[src/rtl/freq_meter_top.sv]
// Equal-precision frequency meter: edge-aligned gate counts whole test periods (X)
// and sys_clk cycles (Y), then divides CLK_FREQ*X by Y; also emits a divided test clock.
`timescale 1ns/1ps
module freq_meter_top #(
    parameter int unsigned CLK_FREQ       = 50_000_000,
    parameter int unsigned CNT_GATE_S_MAX = 74_999_999,
    parameter int unsigned CNT_RISE_MAX   = 12_499_999,
    parameter int unsigned CLK_OUT_DIV    = 10
) (
    input  logic        sys_clk,
    input  logic        sys_rst,
    input  logic        clk_test,
    output logic        clk_out,
    output logic [31:0] freq,
    output logic        freq_valid
);
    localparam int unsigned DIV_W    = 16;
    localparam int unsigned DIV_LAST = CLK_OUT_DIV / 2 - 1;
    localparam int unsigned CNT_W    = 32;
    localparam int unsigned GATE_END = CNT_GATE_S_MAX - CNT_RISE_MAX;
    localparam int unsigned NUM_W    = 64;
    localparam int unsigned BIT_W    = 6;

    typedef enum logic {DIV_IDLE, DIV_RUN} div_state_t;

    logic [DIV_W-1:0] div_cnt;
    logic             sync1, sync2, sync3;
    logic [CNT_W-1:0] cnt_gate;
    logic             gate_a, gate_a_d, start;
    logic [31:0]      x, y, x_lat, y_lat;
    div_state_t       div_state;
    logic [NUM_W-1:0] num;
    logic [31:0]      rem;
    logic [BIT_W-1:0] bit_cnt;
    logic             got_close, deferred, zero_pend;

    logic             rise_pulse_c, wrap_c, gate_s_c, close_c;
    logic [32:0]      rem_shift_c, den_c;
    logic             sub_ok_c;
    logic [31:0]      rem_next_c;
    logic [NUM_W-1:0] num_next_c;
    logic             div_done_c, zero_div_c, zero_req_c;

    // Test clock output
    always_ff @(posedge sys_clk) begin
        if (sys_rst) begin
            div_cnt <= '0;
            clk_out <= 1'b0;
        end else if (div_cnt == DIV_W'(DIV_LAST)) begin
            div_cnt <= '0;
            clk_out <= ~clk_out;
        end else begin
            div_cnt <= div_cnt + DIV_W'(1);
        end
    end

    // clk_test synchronizer and rising-edge detect
    always_ff @(posedge sys_clk) begin
        if (sys_rst) begin
            sync1 <= 1'b0;
            sync2 <= 1'b0;
            sync3 <= 1'b0;
        end else begin
            sync1 <= clk_test;
            sync2 <= sync1;
            sync3 <= sync2;
        end
    end

    assign rise_pulse_c = sync2 & ~sync3;

    always_ff @(posedge sys_clk) begin
        if (sys_rst)     cnt_gate <= '0;
        else if (wrap_c) cnt_gate <= '0;
        else             cnt_gate <= cnt_gate + CNT_W'(1);
    end

    assign wrap_c   = (cnt_gate == CNT_W'(CNT_GATE_S_MAX));
    assign gate_s_c = (cnt_gate >= CNT_W'(CNT_RISE_MAX)) && (cnt_gate < CNT_W'(GATE_END));
    assign close_c  = gate_a_d & ~gate_a;

    // Real gate and saturating X/Y counters; gate close hands the counts to the divider
    always_ff @(posedge sys_clk) begin
        if (sys_rst) begin
            gate_a   <= 1'b0;
            gate_a_d <= 1'b0;
            start    <= 1'b0;
            x        <= '0;
            y        <= '0;
            x_lat    <= '0;
            y_lat    <= '0;
        end else begin
            gate_a_d <= gate_a;
            start    <= close_c;
            if (rise_pulse_c) gate_a <= gate_s_c;
            if (close_c) begin
                x_lat <= x;
                y_lat <= y;
                x     <= '0;
                y     <= '0;
            end else begin
                if (rise_pulse_c && gate_a && (x != '1)) x <= x + 32'd1;
                if (gate_a && (y != '1))                 y <= y + 32'd1;
            end
        end
    end

    // Restoring divider datapath: the dividend register shifts quotient bits in at the bottom
    assign rem_shift_c = {rem, num[NUM_W-1]};
    assign den_c       = {1'b0, y_lat};
    assign sub_ok_c    = (rem_shift_c >= den_c);
    assign rem_next_c  = sub_ok_c ? 32'(rem_shift_c - den_c) : rem_shift_c[31:0];
    assign num_next_c  = {num[NUM_W-2:0], sub_ok_c};

    assign div_done_c = (div_state == DIV_RUN) && (bit_cnt == '1);
    assign zero_div_c = (div_state == DIV_IDLE) && start && (y_lat == '0);
    // A gate still open at wrap gets one period of grace before it is reported as no-signal
    assign zero_req_c = wrap_c && !(got_close || close_c) && (deferred || !gate_a);

    always_ff @(posedge sys_clk) begin
        if (sys_rst) begin
            div_state  <= DIV_IDLE;
            num        <= '0;
            rem        <= '0;
            bit_cnt    <= '0;
            freq       <= '0;
            freq_valid <= 1'b0;
            zero_pend  <= 1'b0;
            got_close  <= 1'b0;
            deferred   <= 1'b0;
        end else begin
            freq_valid <= 1'b0;
            case (div_state)
                DIV_IDLE: begin
                    if (start && (y_lat != '0)) begin
                        num       <= NUM_W'(CLK_FREQ) * NUM_W'(x_lat);
                        rem       <= '0;
                        bit_cnt   <= '0;
                        div_state <= DIV_RUN;
                    end
                end
                DIV_RUN: begin
                    num     <= num_next_c;
                    rem     <= rem_next_c;
                    bit_cnt <= bit_cnt + BIT_W'(1);
                    if (bit_cnt == '1) div_state <= DIV_IDLE;
                end
                default: div_state <= DIV_IDLE;
            endcase

            // Divider result wins a collision; a coincident no-signal report waits one cycle
            if (div_done_c || zero_div_c) begin
                freq       <= div_done_c ? num_next_c[31:0] : 32'd0;
                freq_valid <= 1'b1;
                if (zero_req_c) zero_pend <= 1'b1;
            end else if (zero_req_c || zero_pend) begin
                freq       <= '0;
                freq_valid <= 1'b1;
                zero_pend  <= 1'b0;
            end

            if (wrap_c) begin
                got_close <= 1'b0;
                if (got_close || close_c)  deferred <= 1'b0;
                else if (gate_a)           deferred <= 1'b1;
            end else if (close_c) begin
                got_close <= 1'b1;
            end
        end
    end

endmodule

[config.mk]
export PLATFORM = sky130hd
export DESIGN_NAME = freq_meter_top
export DESIGN_NICKNAME = d
export VERILOG_FILES = /design/src/rtl/freq_meter_top.sv
export SDC_FILE = /design/constraint.sdc
export NUM_CORES = 1
export LEC_CHECK = 0
export ABC_AREA = 1
export BUFFER_PORTS_ARGS = -buffer_cell sky130_fd_sc_hd__buf_2
export CORE_ASPECT_RATIO = 0.8
export CORE_MARGIN = 4
export CORE_UTILIZATION = 35
export CTS_BUF_LIST = sky130_fd_sc_hd__clkbuf_4 sky130_fd_sc_hd__clkbuf_8
export CTS_CLUSTER_SIZE = 40
export DETAILED_ROUTE_END_ITERATION = 6
export PLACE_DENSITY = 0.5
export SLEW_MARGIN = 15
export SYNTH_ARGS = -nofsm -noshare
export SYNTH_HDL_FRONTEND = slang
export SYNTH_SLANG_ARGS = --single-unit
[constraint.sdc]
create_clock -name sys_clk -period 10.5 [get_ports sys_clk]
set_input_delay 2.1 -clock sys_clk [delete_from_list [all_inputs] [get_ports sys_clk]]
set_output_delay 2.1 -clock sys_clk [all_outputs]
set_load 0.02 [all_outputs]
==> metrics.txt, run 1 <==
reg-to-reg critical path startpoint x_lat[11]; sequential share of power a little under half; Rows between 90 and 100; r2r worst-path depth 19; wire per inst approximately 17 um; placed cell area around 31,000 um^2; first drt pass iteration count 6; Worst VDD drop a little under 0.0001 V; Met1 Routed Length ~46,000 um; share of the synthesized area in the top cell type between 20% and 30%; Sw Pwr about 0.00062 W; DRC viols 0; capturing point of the worst reg2reg path num[35]; CTS tree yes; top cells by count, synth nand2_1 (1,055), inv_1 (819), dfxtp_1 (322); Leak between 15 and 20 nW; Iteration-0 DRC Markers roughly 1.8k; DP HPWL slightly below 70,000 um; r2r setup slk approximately 4.3 ns; ys flop type dfxtp_1; TritonCTS Sinks around 320; core area 82,800 um^2; Critical Path Sink Type register; status completed; metal2 WL approximately 33,000 um; Avg Inst Size Synth approximately 7.3 um^2; CP dominant cell by count fa_1; Slowest-stage cell, CP dfxtp_1; multiplexer area fraction after synthesis 0%; vias in the first global route 24.04k; max_slew headroom 35.08%; ranking of synthesized cells by area dfxtp_1 (22%), fa_1 (18%), nand2_1 (13%); CTS clk-pin slew, worst paths around 0.07 ns; die height 267.3 um; drt via density ~4.7; port buffer count 36; adder and majority gate portion of the synthesized area ~30%; Post-Syn Nets ~4.6k; met3 WL post-DR around 6800 um; kind of critical path register to register; antenna violations before repair 2; CP max FO 8; Simple-Gate Fraction of Synth Area about a quarter; compound-gate portion of the synthesized area between 7 and 8%; crit share post-route 58.71%; cell taking the most area after synthesis dfxtp_1; Hold EP sync3; Post-Synthesis Cells 4,034; grt total ovfl 0; max layer used met4; CTS max path bufs 3; xor and xnor area share after synthesis under 10%; largest net degree at the start of global routing 87; WP data arrival roughly 6.7 ns; post-synthesis register bit count 322; postcts setup bufs 0; Cell Chain, Critical Path inv_1 -> fa_1 -> inv_1 -> ha_1 -> a21o_1 -> fa_1 -> fa_1 -> fa_1 -> inv_1 -> fa_1 -> inv_1 -> ha_1 -> a21oi_1 -> o21ai_0 -> a21oi_1 -> nand3_1 -> or2_2 -> nand3_1 -> a31oi_1; Tmin final between 6 and 7 ns; Worst path max stage delay 0.67 ns; post-synth cell types 55; via count between 20k and 25k; worst hold stages 2; Syn. warnings 0; share of cells above drive strength 1 between 6 and 7%; Internal around 0.0020 W; Max Cap Viol 0; Final setup viols 0; H-tree Lvls 2; Initial Util roughly 36%; drt total wl a little under 90,000 um; Fin. Hold Viols 0; Total Die Area about 89,000 um^2; Area Overhead vs Synth 8.558%; Hold Path Class register to register; GP Congestion between 0.9 and 1; count leader, synth nand2_1; number of synthesized flops with an enable pin 0; setup_tns 0 ns; Root Driver clkbuf_8; largest family of logic cells by synthesized area adder cells; Slew Limit Fails 0; chip width 332.1 um; worst path required time around 11 ns; Ports 37; cts repair resizes 0; PwrDens between 80 and 90 nW/um^2; hold wc startpoint sync2; startpoint types register; cell area after synthesis around 30,000 um^2; Final nets 4,593; GRT Overall Usage about 20%; Async SR Flop Fraction 0%; first-pass GRT wire length 138,200 um; sequential-to-total area share from yosys stat a little over a fifth; sw frac roughly a quarter; CTS Buf Count about 60; final setup skew roughly 0.067 ns; worst-margin pin slew around 0.97 ns; power share of the combinational group 1.3%; Routed Antenna Nets 0; worst skew pair latency about 0.73 ns; Design Area, Final ~32,000 um^2; hold bufs inserted after CTS 0; RSZ-0062 raised after global routing false; clock share of power 51.3%; fmax around 160 MHz
## power by group through the flow
stage,Clock [W],Combinational [W],Sequential [W]
after floorplan,0,0.0000245,0.00125
after global placement,0,0.0000354,0.00125
after detailed placement,0,0.0000354,0.00125
after CTS,0.00138,0.0000354,0.00123
after global routing,0.00143,0.0000391,0.00123
final,0.00133,0.0000348,0.00123
## cell usage in the layout, fill, tap and decap left out, types with 4 or more instances in the layout
master,n
nand2_2,11
clkbuf_8,69
nand4_1,58
nand3b_1,35
nand2_4,4
dfxtp_1,321
nor4_1,12
o21ai_0,65
nor2_2,15
xor2_1,74
nor3_1,62
a21oi_1,236
nor3_2,10
ha_1,265
o21bai_1,9
clkbuf_4,16
nor2_1,242
buf_2,35
or2_2,11
buf_4,13
inv_1,817
inv_2,33
fa_1,268
nor2_4,4
a31oi_1,21
and3_1,6
nand2_1,1055
nor3b_1,8
nand3_1,168
nor3b_2,5
a21o_1,21
o22ai_1,55
clkinv_2,12
xnor2_1,23
## per-stage QoR
| step | hold WS [ns] | power (W) | worst slack (ns) | instances | util [%] |
|---|---|---|---|---|---|
| global placement | 0.4175 | 0.001289 | 4.402 | 5100 | 37.02 |
| floorplan | 0.3883 | 0.001278 | 5.359 | 4034 | - |
| finish | 0.4198 | 0.002590 | 4.336 | 5205 | 38.57 |
| CTS | 0.4264 | 0.002641 | 4.393 | 5203 | 38.56 |
| detailed placement | 0.4193 | 0.001289 | 4.426 | 5100 | 37.02 |
| global route | 0.4641 | 0.002696 | 4.057 | 5204 | 38.57 |
## per-layer routing
metal | vias to the layer above | global-route usage [%]
met3 | 81 | 5.354
met4 | 0 | 3.612
met1 | 11456 | 30.32
met5 | - | 0
met2 | 540 | 27.13
li1 | 12588 | -
## flip-flops by register name (all words and copies together) (netlist names), 6 cells and up
name and cells:
cnt_gate 32, y_lat 32, bit_cnt 6, x 32
rem 32, num 64, freq 32, div_cnt 16
x_lat 32, y 32
## area by class of cell
class / instances / area [um^2]
fill: 8939 / 50870
clock buffer: 85 / 1070
multi-input combinational: 2773 / 19340
inverter: 853 / 3204
antenna: 2 / 5.005
tap: 1104 / 1381
sequential: 322 / 6450
timing repair buffer: 48 / 272.8
clock inverter: 18 / 209.0
## worst max-delay path, delay by kind of cell, from the launching register on
kind,cells,cell delay (ns)
buf+inv,4,0.42
simple gates,3,0.69
flops,1,0.67
fa+ha+maj,7,3.28
compound gates,5,0.95
## cells by family after synthesis
kind of cell	count (synthesis)
compound gates	422
buf+inv	939
xor+xnor	97
flops	322
fa+ha+maj	533
simple gates	1721
## worst max path at each step
| stage | start | to | slack, ns | cells past startpoint |
|---|---|---|---|---|
| 2_1_floorplan | x_lat[17] | num[40] | 5.36 | 18 |
| 3_3_place_gp | x_lat[11] | num[35] | 4.40 | 19 |
| 3_5_place_dp | x_lat[11] | num[35] | 4.43 | 19 |
| 4_1_cts | x_lat[11] | num[35] | 4.39 | 19 |
| 5_1_grt | x_lat[10] | num[35] | 4.06 | 18 |
| 6_report | x_lat[11] | num[35] | 4.34 | 19 |
Note: power is estimated with default switching activity, not from simulation.
==> run 2: changes to the inputs <==
--- a/config.mk
+++ b/config.mk
@@ -13,7 +13,7 @@
 export CTS_BUF_LIST = sky130_fd_sc_hd__clkbuf_4 sky130_fd_sc_hd__clkbuf_8
 export CTS_CLUSTER_SIZE = 40
 export DETAILED_ROUTE_END_ITERATION = 6
-export PLACE_DENSITY = 0.5
+export PLACE_DENSITY = 0.52
 export SLEW_MARGIN = 15
 export SYNTH_ARGS = -nofsm -noshare
 export SYNTH_HDL_FRONTEND = slang
==> constraint.sdc (replaced) <==
create_clock -name sys_clk -period 5.2 [get_ports sys_clk]
set_input_delay 1.04 -clock sys_clk [delete_from_list [all_inputs] [get_ports sys_clk]]
set_output_delay 1.04 -clock sys_clk [all_outputs]
set_load 0.02 [all_outputs]
==> metrics.txt, run 2 (synthesized netlist as in run 1, its figures left out) <==
CTS tree yes; clock share of power between 50 and 60%; gr busiest metal met1; Cell Chain, Critical Path ha_1 -> inv_1 -> fa_1 -> inv_1 -> fa_1 -> fa_1 -> fa_1 -> inv_1 -> fa_1 -> inv_2 -> ha_4 -> buf_4 -> nand2_4 -> buf_4 -> nor2_4 -> buf_4 -> a21oi_4 -> nand3_1 -> or2_2 -> nand3_2 -> a21oi_1; hold bufs inserted after CTS 0; status completed; WHS between 0.4 and 0.5 ns; startpoint types register; Worst VDD drop ~0.0002 V; wire per inst 16.28 um; most common cell after layout, fill and taps aside nand2_1; Rows 94; via count about 26k; worst skew pair latency roughly 0.70 ns; Slew Limit Fails 0; grt total ovfl 0; H-tree Lvls 2; M1 GR Usage 31.12%; power share of the combinational group 1.3%; vias in the first global route about 25k; PwrDens between 100 and 150 nW/um^2; Slowest-stage cell, CP fa_1; GP Congestion 0.9115; port buffer count 36; Inst Count DP 5,379; Area Overhead vs Synth 25.78%; placed cell area 32,760 um^2; Largest register FFs 64; Placement Setup Slack -0.4687 ns; core area between 80,000 and 90,000 um^2; die height 267.3 um; drt via density 4.735; Initial Util a little over a third; number of fill cells in the layout ~8.4k; Routed Antenna Nets 0; crit share post-route roughly 100%; Root Driver clkbuf_8; fmax around 190 MHz; top cell family by delay on the critical path adder cells; Biggest register num; final worst slack between 0.02 and 0.025 ns; Fin. Hold Viols 0; DP HPWL 71,090 um; CTS clk-pin slew, worst paths 0.07 ns; largest net degree at the start of global routing 84; Worst path max stage delay about 0.55 ns; share of cells above drive strength 1 23.08%; final setup skew 0.04067 ns; Critical Path Sink Type register; Final nets 4,903; CP Buf/Inv Count 7; Max Cap Viol 0; antenna violations before repair 2; Power, Total 0.005530 W; DRC viols 0; max_slew headroom 33.13%; Post-Layout Cell Count ~5.5k; Internal around 0.0042 W; CP max FO 4; CP dominant cell by count fa_1; chip width 332.1 um; sequential share of power approximately 45%; WP data arrival 5.72 ns; Hold Path Class register to register; worst-margin pin slew between 1 and 1.5 ns; RSZ-0062 raised after global routing true; Iteration-0 DRC Markers 1,808; Tmin final about 5.2 ns; drt total wl ~90,000 um; Final setup viols 0; GRT Overall Usage about a fifth; met2 Usage GRT approximately 29%; Ports 37; register area between 6000 and 7000 um^2; Design Area, Final between 30,000 and 40,000 um^2; area of the multi-input gates ~22,000 um^2; TritonCTS Sinks ~320; kind of critical path register to register; CTS max path bufs 3; commonest cells after routing, fill and taps aside nand2_1 (948), inv_1 (736), dfxtp_1 (295); first drt pass iteration count 5; Total Die Area 88,780 um^2; Sw Pwr between 0.001 and 0.0015 W; worst path required time around 5.7 ns; CTS Buf Count ~60; first-pass GRT wire length approximately 140,000 um; global routing usage on met3 roughly 3.5%; Leak around 18 nW; sw frac 24.05%
## run 2: cell count changes in the layout (fill, tap and decap cells not counted), moves of 32 or more
cell,before,now
nand2_4,4,36
nand2_2,11,86
nor2_1,242,193
ha_1,265,193
inv_1,817,736
nor2_4,4,38
inv_2,33,102
nand2_1,1055,948
buf_4,13,284
ha_4,0,67
a21oi_1,236,199
## run 2: through the flow
step	utilization, %	TNS [ns]
detailed placement	39.56	-9.318
finish	44.69	0
global route	44.69	-2.363
floorplan	-	0
global placement	39.56	-8.918
CTS	42.64	-0.1155
## run 2: repair_timing
action                     CTS  global route
buffers inserted             3            26
setup endpoints to repair   36            37
resized for setup          231           385
pin swaps                   58           230
## run 2: worst paths after layout
kind | cells past startpoint | startpoint | slack (ns) | endpoint
hold / removal | 2 | sync1 | 0.41 | sync2
setup / recovery | 21 | x_lat[19] | 0.02 | num[40]
hold reg to reg | 2 | sync1 | 0.41 | sync2
setup reg to reg | 21 | x_lat[19] | 0.02 | num[40]
## run 2: final cells by class
type,count,share of cell area [%]
tap,1104,3.733
clock inverter,27,0.9468
clock buffer,88,3.037
multi-input combinational,2773,58.41
inverter,853,8.734
timing repair buffer,356,7.534
antenna,2,0.01353
sequential,322,17.59
## run 2: routing by layer
metal  routed length (um)  share of wire [%]  vias to the layer above
met5                   13              0.014                        -
met2                36390                 40                      569
met1                47310                 53                    12277
met3                 5046                5.6                       88
li1                     -                  -                    13225
met4                 1180                1.3                        2
## run 2: power by group through the flow
stage	Sequential, W	Clock (W)	Combinational [W]
after floorplan	0.00253	0	0.0000495
after global placement	0.00253	0	0.0000712
after detailed placement	0.00253	0	0.0000708
after CTS	0.00247	0.00308	0.0000711
after global routing	0.00247	0.00319	0.0000786
final	0.00247	0.00299	0.0000708
## run 2: worst register-to-register path, cell delays in order, from the launching register on
cell,delay [ns]
dfxtp_4,0.37
ha_1,0.33
inv_1,0.08
fa_1,0.55
inv_1,0.08
fa_1,0.48
fa_1,0.51
fa_1,0.49
inv_1,0.05
fa_1,0.55
inv_2,0.06
ha_4,0.23
buf_4,0.14
nand2_4,0.08
buf_4,0.12
nor2_4,0.04
buf_4,0.14
a21oi_4,0.18
nand3_1,0.12
or2_2,0.29
nand3_2,0.08
a21oi_1,0.07
==> run 3: changes to the inputs <==
--- a/config.mk
+++ b/config.mk
@@ -5,15 +5,16 @@
 export SDC_FILE = /design/constraint.sdc
 export NUM_CORES = 1
 export LEC_CHECK = 0
-export ABC_AREA = 1
 export BUFFER_PORTS_ARGS = -buffer_cell sky130_fd_sc_hd__buf_2
+export CELL_PAD_IN_SITES_DETAIL_PLACEMENT = 0
+export CELL_PAD_IN_SITES_GLOBAL_PLACEMENT = 1
 export CORE_ASPECT_RATIO = 0.8
 export CORE_MARGIN = 4
-export CORE_UTILIZATION = 35
+export CORE_UTILIZATION = 47
 export CTS_BUF_LIST = sky130_fd_sc_hd__clkbuf_4 sky130_fd_sc_hd__clkbuf_8
 export CTS_CLUSTER_SIZE = 40
 export DETAILED_ROUTE_END_ITERATION = 6
-export PLACE_DENSITY = 0.52
+export PLACE_DENSITY = 0.81
 export SLEW_MARGIN = 15
 export SYNTH_ARGS = -nofsm -noshare
 export SYNTH_HDL_FRONTEND = slang
==> metrics.txt, run 3 <==
status finished, violations left; failing checks design-rule violations, negative setup slack; Final nets ~3.7k; Leak about 15 nW; Power, Total around 0.0051 W; RSZ-0062 raised after global routing true; Design Area, Final ~32,000 um^2; Final Util 58.39%; Avg Inst Size Synth between 9 and 10 um^2; largest net degree at the start of global routing 70; TritonCTS Sinks 322; Final setup viols 30; share of cells above drive strength 1 between 20% and 30%; Largest register FFs 64; Initial Util ~48%; ranking of synthesized cells by area dfxtp_1 (25%), fa_1 (21%), ha_1 (13%); count leader, synth inv_1; startpoint types register; die height 217.3 um; Slew Limit Fails 0; Max Cap Viol 0; kind of critical path register to register; post-synthesis register bit count approximately 320; vias in the first global route approximately 21k; Ports 37; placed cell area between 20,000 and 30,000 um^2; max_slew headroom a little over a quarter; ys flop type dfxtp_1; most common cell after layout, fill and taps aside inv_1; grt total ovfl 0; final worst slack -0.6127 ns; first drt pass iteration count 7; Syn. warnings 0; Worst VDD drop ~0.00018 V; Iteration-0 DRC Markers 1,535; Fin. Hold Viols 0; worst-margin pin slew approximately 1.1 ns; wire per inst roughly 17 um; CTS Buf Count 56; post-synth cell types 74; Root Driver clkbuf_8; final setup skew around 0.032 ns; setup_tns -11.59 ns; chip width 269.7 um; DRC viols 3; Area Overhead vs Synth 22.49%; H-tree Lvls 2; cell area after synthesis roughly 26,000 um^2; DP HPWL around 52,000 um; Total Die Area a little under 60,000 um^2; WP data arrival 6.34 ns; share of the synthesized area in the top cell type approximately a quarter; drt total wl 67,750 um; Post-Syn Nets around 3.4k; number of fill cells in the layout 4,657; via count 20.90k; sequential-to-total area share from yosys stat about a quarter; Async SR Flop Fraction 0%; PwrDens around 160 nW/um^2; drt via density approximately 5.3; worst path required time ~5.7 ns; first-pass GRT wire length roughly 110,000 um; Routed Antenna Nets 0; Biggest register num; port buffer count 36; number of synthesized flops with an enable pin 0; core area 54,010 um^2; antenna diode count 0; commonest cells after routing, fill and taps aside inv_1 (405), buf_4 (300), dfxtp_1 (297); CP max FO 3; Tmin final 5.813 ns; GRT Overall Usage between 20% and 30%; antenna violations before repair 1; Hold Path Class register to register; Critical Path Sink Type register; WHS between 0.4 and 0.5 ns; cell taking the most area after synthesis dfxtp_1; Rows 76; top cells by count, synth inv_1 (444), dfxtp_1 (322), fa_1 (268); CTS max path bufs 3; fmax around 170 MHz; CTS tree yes; hold bufs inserted after CTS 0; GP Congestion 0.9100; worst skew pair latency 0.67 ns; CTS clk-pin slew, worst paths approximately 0.060 ns; Post-Synthesis Cells approximately 2.8k; crit share post-route 111.8%
[run 3: cell count changes after synthesis, sizes merged, moves of 49 or more]
cell   previous run  this run
o21ai            66       147
inv             852       444
a22oi             3        72
nand3           172        57
nand2          1071       196
a21oi           237       107
xor2             74       123
[run 3: repair_timing]
item / CTS / global route
setup buffers: 33 / 16
resized for setup: 104 / 97
endpoints found under the setup margin: 34 / 37
pin swaps: 97 / 99
[run 3: metrics by stage]
| stage | setup slack, ns | std cells |
|---|---|---|
| after floorplan | -0.3347 | 2846 |
| after global placement | -0.6777 | 3779 |
| after detailed placement | -0.7179 | 3779 |
| after CTS | -0.5665 | 3911 |
| after global routing | -0.7913 | 3918 |
| final | -0.6127 | 3918 |
[run 3: cell type report]
type,instances,area (um^2),area share [%]
inverters,444,1685,5.344
flip-flops and latches,322,6520,20.68
clock inverters,21,217.7,0.6904
multi-input cells,1982,18390,58.32
clock buffers,80,1007,3.194
repair buffers,367,2835,8.991
well taps,702,878.3,2.785
[run 3: where the power goes]
part	switching (W)	leakage, nW	internal [W]
clock network	0.00113	0.645	0.00141
logic	0.0000526	12.1	0.0000131
registers	0.00000584	2.61	0.00246
total	0.00119	15.4	0.00389
[run 3: kinds of logic after synthesis]
family          after synthesis  synth area share (%)
compound gates              525                 13.46
mux                           6                0.2333
simple gates                729                 13.21
buf+inv                     542                 7.907
xor+xnor                    189                 6.430
flops                       322                 25.04
fa+ha+maj                   533                 33.72
[run 3: worst max-delay path: stages, from the launching register on]
cell	delay [ns]
dfxtp_4	0.38
inv_4	0.05
fa_1	0.49
fa_1	0.53
inv_2	0.04
fa_1	0.52
fa_1	0.43
fa_1	0.49
inv_1	0.05
fa_1	0.48
inv_2	0.04
ha_4	0.28
nand2_2	0.05
o211ai_1	0.29
a31oi_2	0.17
buf_4	0.18
or3_1	0.30
o21a_1	0.24
o21ai_2	0.18
nand4_1	0.09
o21ai_1	0.15
xnor2_1	0.14
o22ai_1	0.09
[run 3: metal layers]
layer | track usage [%] | share of wire, % | up-vias
li1 | - | - | 10135
met2 | 35.92 | 44 | 496
met3 | 3.869 | 5.5 | 106
met1 | 34.32 | 48 | 10156
met5 | 0 | 0.010 | -
met4 | 5.743 | 2.1 | 2
[run 3: final timing paths]
check | from | endpoint | slack (ns) | depth (start not counted)
worst min register to register | sync1 | sync2 | 0.44 | 1
worst max register to register | x_lat[6] | num[49] | -0.61 | 22
worst max-delay path | x_lat[6] | num[49] | -0.61 | 22
worst min-delay path | sync1 | sync2 | 0.44 | 1
